<file path="src/rtl/cordic_iter_engine.sv">
// cordic_iter_engine: iterative CORDIC engine, UNROLL micro-rotations per cycle.
// Rotation mode (mode=0) drives z to 0; vectoring mode (mode=1) drives y to 0.
// x/y: two's complement, 1.0 = 2^(WIDTH-3). z: binary angle, 2^WIDTH = 2*pi.
// Ports:
//   clk, rst_n               clock, async active-low reset
//   start, mode              one-cycle request (taken only when idle), op select
//   x_in, y_in, z_in         signed operands, captured on accepted start
//   busy, done               busy from accept through done cycle, done pulse
//   x_out, y_out, z_out      signed results, held until the next done
// No gain compensation: x/y come out scaled by K ~= 1.6468.

// One micro-rotation. Shift index and ROM angle come from the engine.
module cordic_iter_stage #(
  parameter int WIDTH = 18,
  parameter int SW    = 4
) (
  input  logic                    mode,
  input  logic [SW-1:0]           sh,
  input  logic signed [WIDTH-1:0] atan,
  input  logic signed [WIDTH+1:0] x_i,
  input  logic signed [WIDTH+1:0] y_i,
  input  logic signed [WIDTH-1:0] z_i,
  output logic signed [WIDTH+1:0] x_o,
  output logic signed [WIDTH+1:0] y_o,
  output logic signed [WIDTH-1:0] z_o
);
  logic                    dpos;
  logic signed [WIDTH+1:0] xs, ys;

  // d=+1 when rotating counter-clockwise: z>=0 (rotation) or y<0 (vectoring)
  assign dpos = mode ? y_i[WIDTH+1] : ~z_i[WIDTH-1];
  assign xs   = x_i >>> sh;
  assign ys   = y_i >>> sh;
  assign x_o  = dpos ? x_i - ys : x_i + ys;
  assign y_o  = dpos ? y_i + xs : y_i - xs;
  assign z_o  = dpos ? z_i - atan : z_i + atan;
endmodule

module cordic_iter_engine #(
  parameter int WIDTH  = 18,
  parameter int ITERS  = 12,
  parameter int UNROLL = 2
) (
  input  logic                    clk,
  input  logic                    rst_n,
  input  logic                    start,
  input  logic                    mode,
  input  logic signed [WIDTH-1:0] x_in,
  input  logic signed [WIDTH-1:0] y_in,
  input  logic signed [WIDTH-1:0] z_in,
  output logic                    busy,
  output logic                    done,
  output logic signed [WIDTH-1:0] x_out,
  output logic signed [WIDTH-1:0] y_out,
  output logic signed [WIDTH-1:0] z_out
);
  localparam int XW = WIDTH + 2;
  localparam int CW = $clog2(ITERS + 1);
  localparam logic signed [WIDTH-1:0] HALF_PI = WIDTH'(1) << (WIDTH - 2);

  if (ITERS % UNROLL != 0) begin : g_bad_unroll
    $error("ITERS must be a multiple of UNROLL");
  end
  if (ITERS > WIDTH - 2) begin : g_bad_iters
    $error("ITERS must not exceed WIDTH-2");
  end

  // round(atan(2^-i) * 2^WIDTH / (2*pi)), evaluated at elaboration
  function automatic logic signed [WIDTH-1:0] atan_val(input int i);
    real a;
    a = $atan(2.0 ** real'(-i)) * (2.0 ** real'(WIDTH)) / (2.0 * 3.14159265358979323846);
    return WIDTH'($rtoi(a + 0.5));
  endfunction

  // clamp the extended datapath back into WIDTH bits
  function automatic logic [WIDTH-1:0] sat(input logic [XW-1:0] v);
    if (v[XW-1:WIDTH-1] == {3{v[XW-1]}}) return v[WIDTH-1:0];
    return v[XW-1] ? {1'b1, {(WIDTH-1){1'b0}}} : {1'b0, {(WIDTH-1){1'b1}}};
  endfunction

  typedef enum logic [1:0] {IDLE, RUN, DONE} state_t;

  state_t                  state;
  logic [CW-1:0]           cnt;
  logic                    mode_q;
  logic signed [XW-1:0]    xr, yr;
  logic signed [WIDTH-1:0] zr;

  logic signed [WIDTH-1:0] atan_rom [ITERS];
  for (genvar g = 0; g < ITERS; g++) begin : g_rom
    assign atan_rom[g] = atan_val(g);
  end

  // quadrant pre-rotation on the raw operands
  logic signed [XW-1:0]    xe, ye, xp, yp;
  logic signed [WIDTH-1:0] zp;
  assign xe = {{2{x_in[WIDTH-1]}}, x_in};
  assign ye = {{2{y_in[WIDTH-1]}}, y_in};

  always_comb begin
    xp = xe;
    yp = ye;
    zp = z_in;
    if (!mode) begin
      if (z_in >= HALF_PI) begin
        xp = -ye; yp = xe;  zp = z_in - HALF_PI;
      end else if (z_in < -HALF_PI) begin
        xp = ye;  yp = -xe; zp = z_in + HALF_PI;
      end
    end else if (xe[XW-1]) begin
      if (!ye[XW-1]) begin
        xp = ye;  yp = -xe; zp = z_in + HALF_PI;
      end else begin
        xp = -ye; yp = xe;  zp = z_in - HALF_PI;
      end
    end
  end

  // UNROLL micro-rotations chained combinationally from the state registers
  logic [UNROLL:0][XW-1:0]    xc, yc;
  logic [UNROLL:0][WIDTH-1:0] zc;
  logic [UNROLL-1:0][CW-1:0]  idx;
  assign xc[0] = xr;
  assign yc[0] = yr;
  assign zc[0] = zr;

  for (genvar u = 0; u < UNROLL; u++) begin : g_stage
    assign idx[u] = cnt + CW'(u);
    cordic_iter_stage #(.WIDTH(WIDTH), .SW(CW)) u_stage (
      .mode (mode_q),
      .sh   (idx[u]),
      .atan (atan_rom[idx[u]]),
      .x_i  (xc[u]),
      .y_i  (yc[u]),
      .z_i  (zc[u]),
      .x_o  (xc[u+1]),
      .y_o  (yc[u+1]),
      .z_o  (zc[u+1])
    );
  end

  always_ff @(posedge clk or negedge rst_n) begin
    if (!rst_n) begin
      state  <= IDLE;
      cnt    <= '0;
      mode_q <= 1'b0;
      xr     <= '0;
      yr     <= '0;
      zr     <= '0;
      busy   <= 1'b0;
      done   <= 1'b0;
      x_out  <= '0;
      y_out  <= '0;
      z_out  <= '0;
    end else begin
      done <= 1'b0;
      case (state)
        IDLE: if (start) begin
          mode_q <= mode;
          xr     <= xp;
          yr     <= yp;
          zr     <= zp;
          cnt    <= '0;
          busy   <= 1'b1;
          state  <= RUN;
        end
        RUN: begin
          xr  <= xc[UNROLL];
          yr  <= yc[UNROLL];
          zr  <= zc[UNROLL];
          cnt <= cnt + CW'(UNROLL);
          if (cnt == CW'(ITERS - UNROLL)) begin
            x_out <= sat(xc[UNROLL]);
            y_out <= sat(yc[UNROLL]);
            z_out <= zc[UNROLL];
            done  <= 1'b1;
            state <= DONE;
          end
        end
        DONE: begin
          // start during the done cycle is dropped
          busy  <= 1'b0;
          state <= IDLE;
        end
        default: begin
          busy  <= 1'b0;
          state <= IDLE;
        end
      endcase
    end
  end
endmodule

</file>
<file path="config.mk">
export PLATFORM = sky130hd
export DESIGN_NAME = cordic_iter_engine
export DESIGN_NICKNAME = d
export VERILOG_FILES = /design/src/rtl/cordic_iter_engine.sv
export SDC_FILE = /design/constraint.sdc
export NUM_CORES = 1
export LEC_CHECK = 0
export ABC_AREA = 1
export BUFFER_PORTS_ARGS = -buffer_cell sky130_fd_sc_hd__buf_2
export CORE_MARGIN = 10
export CORE_UTILIZATION = 40
export CTS_CLUSTER_SIZE = 12
export DETAILED_ROUTE_END_ITERATION = 7
export GPL_TIMING_DRIVEN = 0
export PLACE_DENSITY = 0.64
export SETUP_SLACK_MARGIN = 0.05
export SLEW_MARGIN = 20
export SYNTH_ARGS = -nofsm -noshare
export SYNTH_HDL_FRONTEND = slang
export SYNTH_SLANG_ARGS = --single-unit
</file>
<file path="constraint.sdc">
create_clock -name clk -period 11.5 [get_ports clk]
set_input_delay 2.3 -clock clk [delete_from_list [all_inputs] [get_ports clk]]
set_output_delay 2.3 -clock clk [all_outputs]
set_load 0.05 [all_outputs]
</file>
[After elaboration in Yosys (flattened, before gate mapping)]
Memory sizes are Yosys's and may differ from the RTL's.
Index checks and enable logic that the tools add are counted.
Storage, ports and cells
  register bits after elaboration: 121
  bits in read-only memories: 576
  word-level logic and storage cells: 111
  memories kept: 2
Cells by class
  add/sub/neg operators: 18
  magnitude comparators: 4
  equal/unequal tests: 6
  shift-type cells: 4
  muxes and demuxes: 54
  bitwise operators: 5
  reduce and logical (&&, ||, !) cells: 7
Memories
  (name not given): words 16, width 18, rd ports 1, clocked after memory_dff 0, write ports 0, line 132  | .atan (atan_rom[idx[u]]),
  (name not given): words 16, width 18, rd ports 1, clocked after memory_dff 0, write ports 0, line 132
Operators with widths (count)
  $mux W18: 18
  $mux W20: 16
  $add A20 B20 Y20: 4
  $pmux W20 S2: 2
  $sshr A20 B4 Y20: 4
  $sub A20 B20 Y20: 4
  $neg A18 Y20: 2
  $add A18 B18 Y18: 2
  $pmux W18 S2: 1
  $sub A18 B18 Y18: 2
  $add A18 B18 Y18 const B: 1
  $ge A18 B18 Y1 const B: 1
  $lt A18 B17 Y1 const B: 1
  $sub A18 B18 Y18 const B: 1
  $mux W1: 11
  $ge A5 B5 Y1 const B: 2
  $not A4 Y5: 2
  $reduce_and A2 Y1: 5
  $pmux W4 S2: 1
  $add A4 B1 Y4 const B: 1
  $add A4 B2 Y4 const B: 1
  $eq A2 B2 Y1: 2
  $eq A4 B4 Y1 const B: 1
  $mux W2: 2
  other kinds (8): 11

[Logic depth before layout (Yosys ltp)]
Gate-level depths: netlist of the first run.
  depth in word-level cells: 14
  depth in mapped cells: 62

[Modules after synthesis]
A second synthesis of the first run with hierarchy kept.
Second synthesis, totals
  cell total of the unflattened synthesis: 3299
  area total of the unflattened synthesis: 19745.2 um2
Modules (own cells, without submodules)
  cordic_iter_engine: times used 1, cells each 1150, area an instance 8101.5 um2, seq. area each 3002.9 um2
  cordic_iter_stage (g_stage[0].u_stage): times used 1, cells each 1079, area an instance 5884.4 um2, seq. area each 0.0 um2
  cordic_iter_stage (g_stage[1].u_stage): times used 1, cells each 1070, area an instance 5759.3 um2, seq. area each 0.0 um2

[Worst setup path before layout of the first run]
Ideal clock, no wire load.
  path type: reg-to-reg
  from: reg cnt[3]
  to: reg y_out[10]
  data arrival time: 7391 ps
  required time: 11379 ps
  setup slack: 3988 ps
  cell stages (with the launch flop): 51
  buffers on the path: 7
  period minus slack after synthesis: 7512 ps
  cell sequence: dfrtp_1 buf_2 buf_2 buf_1 clkbuf_1 nor2_1 ha_1 inv_1 nor2_1 nor2_1 a21oi_1 ha_1 inv_1 nor4_1 nand2_1 o311ai_0 nand2_1 nand2_1 (+15 left out) a21oi_1 o21ai_0 a21oi_1 o21bai_1 nand2_1 nand2_1 a21oi_1 o21ai_0 nand2_1 nand2_1 a21oi_1 nand3_1 nand2_1 inv_1 nand2_1 nand2_2 buf_6 a21oi_2
On the way
  longest elaborated chain between the ends: 14
  elaborated cells on any way between the ends: 31
Ends and longest elaborated chain
  start: declaration: line 84  | logic [CW-1:0] cnt;
  start signal: assignment: line 171  | cnt <= cnt + CW'(UNROLL);
  parallel branches: the longest is 14 deep, another holds $add A20 B20 Y20
  end signal: assignment: line 174  | y_out <= sat(yc[UNROLL]);
  end: declaration: line 54  | output logic signed [WIDTH-1:0] y_out,
Several ways; the timed one is not identified. The select of a mux whose other input is x is not followed.
A chain may end at the register's enable or synchronous reset.

[Worst setup path after layout of the first run]
  from: reg yr[19]
  to: reg y_out[8]
On the way
  longest elaborated chain between the ends: 11
  elaborated cells on any way between the ends: 22
Ends and longest elaborated chain
  start: declaration: line 86  | logic signed [XW-1:0] xr, yr;
  start signal: assignment: line 161  | yr <= yp;
  start signal: assignment: line 169  | yr <= yc[UNROLL];
  $sshr A20 B4 Y20: line 33  | assign ys = y_i >>> sh;
  $add A20 B20 Y20 / $sub A20 B20 Y20 (equally long branches): line 34  | assign x_o = dpos ? x_i - ys : x_i + ys;
  $mux W20: line 34
  $sshr A20 B4 Y20: line 32  | assign xs = x_i >>> sh;
  $sub A20 B20 Y20 / $add A20 B20 Y20 (equally long branches): line 35  | assign y_o = dpos ? y_i + xs : y_i - xs;
  $mux W20 (*): line 35
  $eq A2 B2 Y1: line 77  | if (v[XW-1:WIDTH-1] == {3{v[XW-1]}}) return v[WIDTH-1:0];
  $mux W1: line 77
  $mux W1: line 172  | if (cnt == CW'(ITERS - UNROLL)) begin
  $mux W1: line 157  | case (state)
  $mux W18 (*): line 78  | return v[XW-1] ? {1'b1, {(WIDTH-1){1'b0}}} : {1'b0, {(WIDTH-1){1'b1}}};
Mark *: on every way between the ends. The rest lies on a longest branch, timed or not. The select of a mux whose other input is x is not followed.

==> impl_metrics.csv, run 1 <==
group,metric,value,unit
outcome,status,"completed",
setup_path,end_kind,"register",
logic_synthesis,synth-edff-count,0,
cells_and_area,drive_above_1_share,9.60,%
routing,routedWlPerCell,22.6,µm
timing,slew_headroom,26.8,%
logic_synthesis,syn_nets,2985,
logic_synthesis,synth.distinct_cells,61,
timing,timing.final.ws_setup,870,ps
floorplan,num_io_pins,114,
placed_design,dp_hpwl,65700,µm
global_routing,grt_pass1_vias,19100,
cts,cts.path.max_buffers,2,
global_routing,antenna_found_initial,2,
logic_synthesis,netlist_area,0.0173,mm²
logic_synthesis,netlist_instances,2790,
cts,cts_buffers,17,
setup_path,cp.required,11820,ps
cts,cts.sinks,120,
floorplan,chipWidth,228,µm
setup_path,rrSetupSlack,870,ps
timing,max_freq,94.1,MHz
timing,rsz0062_at_grt,"false",
setup_path,cp.arrival,10950,ps
cts,path_clk_slew,60,ps
cells_and_area,fin_cells,3513,
routing,drc,0,
global_routing,grt_util_all_layers,29.5,%
setup_path,critPathSlowestCell,"dfrtp_1",
setup_path,crit_type,"reg -> reg",
floorplan,row_count,76,
cts,insertion_delay,440,ps
job,max_cap_viol_count,0,
cts,cts_setup_buffers,0,
logic_synthesis,synthArstFlopShare,100,%
setup_path,cp_max_fo,14,
setup_path,cp_common_cell,"nand2_1",
setup_path,critPathLaunchType,"register",
routing,dr.first_iter.drc_count,2209,
global_routing,grt_pass1_wl,119000,µm
cts,cts_tree,"built",
routing,vias,20200,
cells_and_area,nNetsFinal,3112,
timing,skew,13.8,ps
logic_synthesis,synth_ff_type,"dfrtp_1",
placed_design,portBuffers,109,
timing,fin_setup_tns,0,ps
hold_path,min_path_type,"reg -> reg",
timing,slew_violations,0,
global_routing,grt.overflow.total,0,
setup_path,worst_path_largest_cell_delay,670,ps
logic_synthesis,synth_area_leaders,"dfrtp_1, nand2_1, ha_1",
cells_and_area,n_antenna_cell,0,
placed_design,placement.setup.worst_slack,962,ps
floorplan,die_area,0.0521,mm²
timing,min_period_over_period,92.4,%
logic_synthesis,seq_area_frac_synth,17.3,%
logic_synthesis,yosys.area.top_type_share,17.3,%
timing,tightest_slew,1090,ps
cts,cts_resized,0,
timing,setup_viol,0,
floorplan,core_area,0.0430,mm²
cells_and_area,final_common_cell,"nand2_1",
cts,postCtsHoldBufs,0,
logic_synthesis,synth.avg_cell_area,6.21,µm²
cts,root_buffer,"clkbuf_16",
cells_and_area,fillers,4699,
placed_design,place_congestion,1.02,
cells_and_area,final_cell_mix,"nand2_1, inv_1, nand3_1",
routing,vias_per_cell,5.75,
timing,hold_slack,476,ps
routing,finalWirelength,79600,µm
floorplan,dieHeight,228,µm
logic_synthesis,yosysTopAreaCell,"dfrtp_1",
global_routing,grt_max_degree,73,
routing,ant_nets,0,
routing,firstDrtPassIters,6,
logic_synthesis,yosysWarnings,0,
floorplan,start_util,40.3,%
cells_and_area,syn2layout_area_growth,11.1,%
logic_synthesis,ys_ff_latch,120,
placed_design,dp.cells,3485,
timing,layout_min_cycle_time,10630,ps
timing,finalHoldViolCount,0,
cts,htree_levels,4,
-- worst paths after layout --
| check | start | end | cells after the start |
|---|---|---|---|
| max in group asynchronous | rst_n | xr[9] | 2 |
| setup / recovery | yr[19] | y_out[8] | 50 |
| min in group asynchronous | rst_n | z_out[12] | 1 |
| hold / removal | z_out[16] | z_out[16] | 2 |
| hold reg to reg | z_out[16] | z_out[16] | 2 |
| setup reg to reg | yr[19] | y_out[8] | 50 |
-- synthesized netlist by cell type (13+ instances only) --
master / n
a21oi_1: 213
a21oi_2: 24
buf_1: 18
buf_2: 14
clkbuf_1: 71
dfrtp_1: 120
ha_1: 131
inv_1: 288
inv_2: 13
nand2_1: 785
nand2_2: 25
nand3_1: 262
nand3_2: 18
nand4_1: 21
nor2_1: 162
nor3_1: 31
o211ai_1: 44
o21ai_0: 183
o221ai_1: 22
xnor2_1: 49
xor2_1: 134
-- worst max-delay path: cells and delay by family (launching register included) --
kind / cells / cell delay [ps]
AOI/OAI and AO/OA: 15 / 3070
xor gates and xnor gates: 2 / 320
adders and majority gates: 2 / 710
buffers and inverters: 7 / 2680
DFF: 1 / 670
and+or+nand+nor: 24 / 2970
-- cell families after synthesis --
logic type / after synthesis / share of synthesized area (%)
AND/OR/NAND/NOR: 1343 / 33.4
AO/OA/AOI/OAI: 578 / 19.7
buffers and inverters: 427 / 9.98
XOR/XNOR: 184 / 9.34
adder cells (fa/ha/maj): 137 / 10.1
flip-flops: 120 / 17.3
multiplexers: 1 / 0.0578
-- cell type report --
cell class	count	area [µm²]	share of cell area, %
Multi-Input combinational cell	2243	12600	65.4
Clock buffer	19	443	2.30
Timing Repair Buffer	110	579	3.01
Tap cell	585	732	3.80
Sequential cell	120	3000	15.6
Clock inverter	11	173	0.897
Buffer	116	558	2.90
Inverter	309	1170	6.06
-- per-stage QoR --
step | area [µm²] | utilization [%]
after floorplan | 17300 | -
after global placement | 18600 | 43.3
after detailed placement | 18600 | 43.4
after CTS | 19300 | 44.8
after global routing | 19300 | 44.8
final | 19300 | 44.8
-- state kept, by name, indices dropped and copies added (netlist names) --
register and flops:
xr 20, yr 20, z_out 18, done 1, mode_q 1, state 2
x_out 18, cnt 3, zr 18, y_out 18, busy 1
-- per-layer routing --
| layer | share of wire [%] | vias up | global-route usage, % |
|---|---|---|---|
| met4 | 4.1 | 4 | 12.1 |
| met2 | 45 | 942 | 48.0 |
| met3 | 8.4 | 146 | 4.12 |
| li1 | - | 9538 | - |
| met5 | 0.031 | - | 0 |
| met1 | 42 | 9587 | 38.5 |
Power of run 1 is not shown: default switching activity piles up to over one toggle a cycle in this logic, so the estimate is an artifact.
==> run 2: changes to the inputs <==
--- a/config.mk
+++ b/config.mk
@@ -12,9 +12,10 @@
 export CTS_CLUSTER_SIZE = 12
 export DETAILED_ROUTE_END_ITERATION = 7
 export GPL_TIMING_DRIVEN = 0
-export PLACE_DENSITY = 0.64
+export PLACE_DENSITY = 0.63
 export SETUP_SLACK_MARGIN = 0.05
 export SLEW_MARGIN = 20
 export SYNTH_ARGS = -nofsm -noshare
 export SYNTH_HDL_FRONTEND = slang
+export SYNTH_HIERARCHICAL = 1
 export SYNTH_SLANG_ARGS = --single-unit
==> constraint.sdc (replaced) <==
create_clock -name clk -period 12.2 [get_ports clk]
set_input_delay 2.44 -clock clk [delete_from_list [all_inputs] [get_ports clk]]
set_output_delay 2.44 -clock clk [all_outputs]
set_load 0.05 [all_outputs]
==> run 2 against run 1 <==
Effect of this change:
- clock-buffer cell count is 2 lower
- register-to-register slack better by 1300 ps
- fmax rose by 5.9%
- core utilization decreased by 0.12 points
- wire length rose by 5.0%
- sequential cell count unchanged
- synthesized area rose by 14%
- clock skew decreased by 3.7 ps
- non-clock buffer count increased by 32
- critical path type unchanged
==> impl_metrics.csv, run 2 <==
group,metric,value,unit
outcome,status,"completed",
timing,max_freq,99.6,MHz
cells_and_area,top_regs,"xr (20), yr (20)",
routing,ant_nets,0,
cts,htree_levels,4,
setup_path,cp.required,12580,ps
cells_and_area,n_antenna_cell,0,
floorplan,chipWidth,242,µm
global_routing,grt.overflow.total,0,
setup_path,crit_family,"simple AND/OR/NAND/NOR gates",
logic_synthesis,netlist_instances,3299,
timing,layout_min_cycle_time,10040,ps
setup_path,cp_max_fo,11,
logic_synthesis,seq_area_frac_synth,15.2,%
timing,slew_violations,0,
logic_synthesis,yosys.area.top_type_share,19.5,%
placed_design,place_congestion,1.03,
setup_path,critPathLaunchType,"register",
routing,wl_met1,36700,µm
global_routing,grt_pass1_wl,126000,µm
cts,insertion_delay,450,ps
logic_synthesis,synth-simple-area-share,41.5,%
cells_and_area,fin_cells,4131,
timing,skew,10.1,ps
cts,root_buffer,"clkbuf_16",
hold_path,min_path_type,"reg -> reg",
routing,vias_per_cell,5.58,
logic_synthesis,synth.distinct_cells,56,
timing,fin_setup_tns,0,ps
floorplan,dieHeight,242,µm
global_routing,grt_pass1_vias,21000,
routing,routedWlPerCell,20.2,µm
setup_path,path_buf_inv,6,
logic_synthesis,yosysTopAreaCell,"nand2_1",
logic_synthesis,synth_xor_area_share,9.31,%
cells_and_area,nNetsFinal,3649,
placed_design,placement.setup.worst_slack,2450,ps
timing,finalHoldViolCount,0,
timing,rsz0062_at_grt,"false",
placed_design,portBuffers,106,
placed_design,dp_hpwl,69400,µm
routing,drc,0,
logic_synthesis,synth_commonest_cells,"nand2_1, nand3_1, inv_1",
setup_path,end_kind,"register",
logic_synthesis,synthAdderAreaFrac,8.91,%
logic_synthesis,synth-edff-count,0,
cells_and_area,drive_above_1_share,10.3,%
cts,cts_buffers,17,
cells_and_area,final_util,44.7,%
logic_synthesis,synthArstFlopShare,100,%
cts,path_clk_slew,70,ps
cts,cts.path.max_buffers,2,
floorplan,row_count,81,
floorplan,num_io_pins,114,
logic_synthesis,yosysWarnings,6,
logic_synthesis,synth_ff_type,"dfrtp_1",
global_routing,antenna_found_initial,0,
setup_path,cp.arrival,10420,ps
cts,cts_setup_buffers,0,
timing,timing.final.ws_setup,2160,ps
logic_synthesis,synth_area_leaders,"nand2_1, dfrtp_1, nand3_1",
cts,cts_tree,"built",
routing,top_layer_used,"met4",
routing,dr.first_iter.drc_count,2607,
logic_synthesis,synth_mux_area_share,0,%
floorplan,core_area,0.0488,mm²
cts,cts_resized,0,
floorplan,start_util,40.4,%
routing,firstDrtPassIters,6,
cts,cts.sinks,120,
routing,finalWirelength,83600,µm
cells_and_area,final_common_cell,"nand2_1",
logic_synthesis,synth.avg_cell_area,5.99,µm²
logic_synthesis,synth_top_family_by_area,"simple AND/OR/NAND/NOR gates",
logic_synthesis,synth_compound_area_share,16.0,%
job,max_cap_viol_count,0,
timing,setup_viol,0,
setup_path,crit_type,"reg -> reg",
timing,min_period_over_period,82.3,%
logic_synthesis,synth_most_common_cell,"nand2_1",
routing,vias,23100,
placed_design,dp.cells,4099,
cts,postCtsHoldBufs,0,
routing,wl_met3,6850,µm
logic_synthesis,ys_ff_latch,120,
routing,met2_wirelength,36000,µm
setup_path,critPathSlowestCell,"xnor2_1",
setup_path,cp_common_cell,"nand2_1",
logic_synthesis,netlist_area,0.0197,mm²
cells_and_area,final_cell_mix,"nand2_1, nand3_1, inv_1",
timing,slew_headroom,44.3,%
global_routing,grt_util_all_layers,27.3,%
timing,tightest_slew,827,ps
floorplan,die_area,0.0586,mm²
cells_and_area,syn2layout_area_growth,10.5,%
global_routing,grt_max_degree,77,
setup_path,worst_path_largest_cell_delay,640,ps
[run 2: per-stage QoR]
step / cell area [µm²] / hold slack [ps]
after floorplan: 19900 / 447
after global placement: 21200 / 451
after detailed placement: 21200 / 456
after CTS: 21800 / 472
after global routing: 21800 / 489
final: 21800 / 468
[run 2: worst reg2reg max path, delay by kind of cell, from the launching register on]
family / cells / cell delay [ps]
fa+ha+maj: 4 / 1180
xor+xnor: 3 / 960
simple gates: 24 / 4020
flops: 1 / 610
compound gates: 8 / 1580
buf+inv: 6 / 1630
[run 2: kinds of logic after synthesis]
kind of cell,after synthesis
XOR/XNOR,210
flip-flops,120
adder cells (fa/ha/maj),137
buffers and inverters,409
other,2
AND/OR/NAND/NOR,1879
AO/OA/AOI/OAI,542
[run 2: final timing paths]
path | depth (start not counted) | endpoint | slack (ps) | from
setup / recovery | 45 | y_out[11] | 2160 | cnt[3]
hold / removal | 2 | z_out[3] | 470 | z_out[3]
setup reg to reg | 45 | y_out[11] | 2160 | cnt[3]
hold reg to reg | 2 | z_out[3] | 470 | z_out[3]
max in group asynchronous | 2 | x_out[11] | 9520 | rst_n
min in group asynchronous | 1 | zr[8] | 1910 | rst_n
[run 2: area by class of cell]
| class | instances | area (µm²) |
|---|---|---|
| clock buffer | 17 | 425 |
| tap | 664 | 831 |
| buffer | 151 | 811 |
| inverter | 258 | 978 |
| timing repair buffer | 107 | 564 |
| clock inverter | 15 | 150 |
| multi-input combinational | 2799 | 15100 |
| sequential | 120 | 3000 |
| fill | 5482 | 27000 |
[run 2: layer usage]
metal | track usage (%) | vias up
met5 | 0 | -
li1 | - | 11300
met2 | 41.7 | 1030
met4 | 13.3 | 0
met1 | 37.4 | 10600
met3 | 3.42 | 178
Power of run 2 is left out for the same reason.
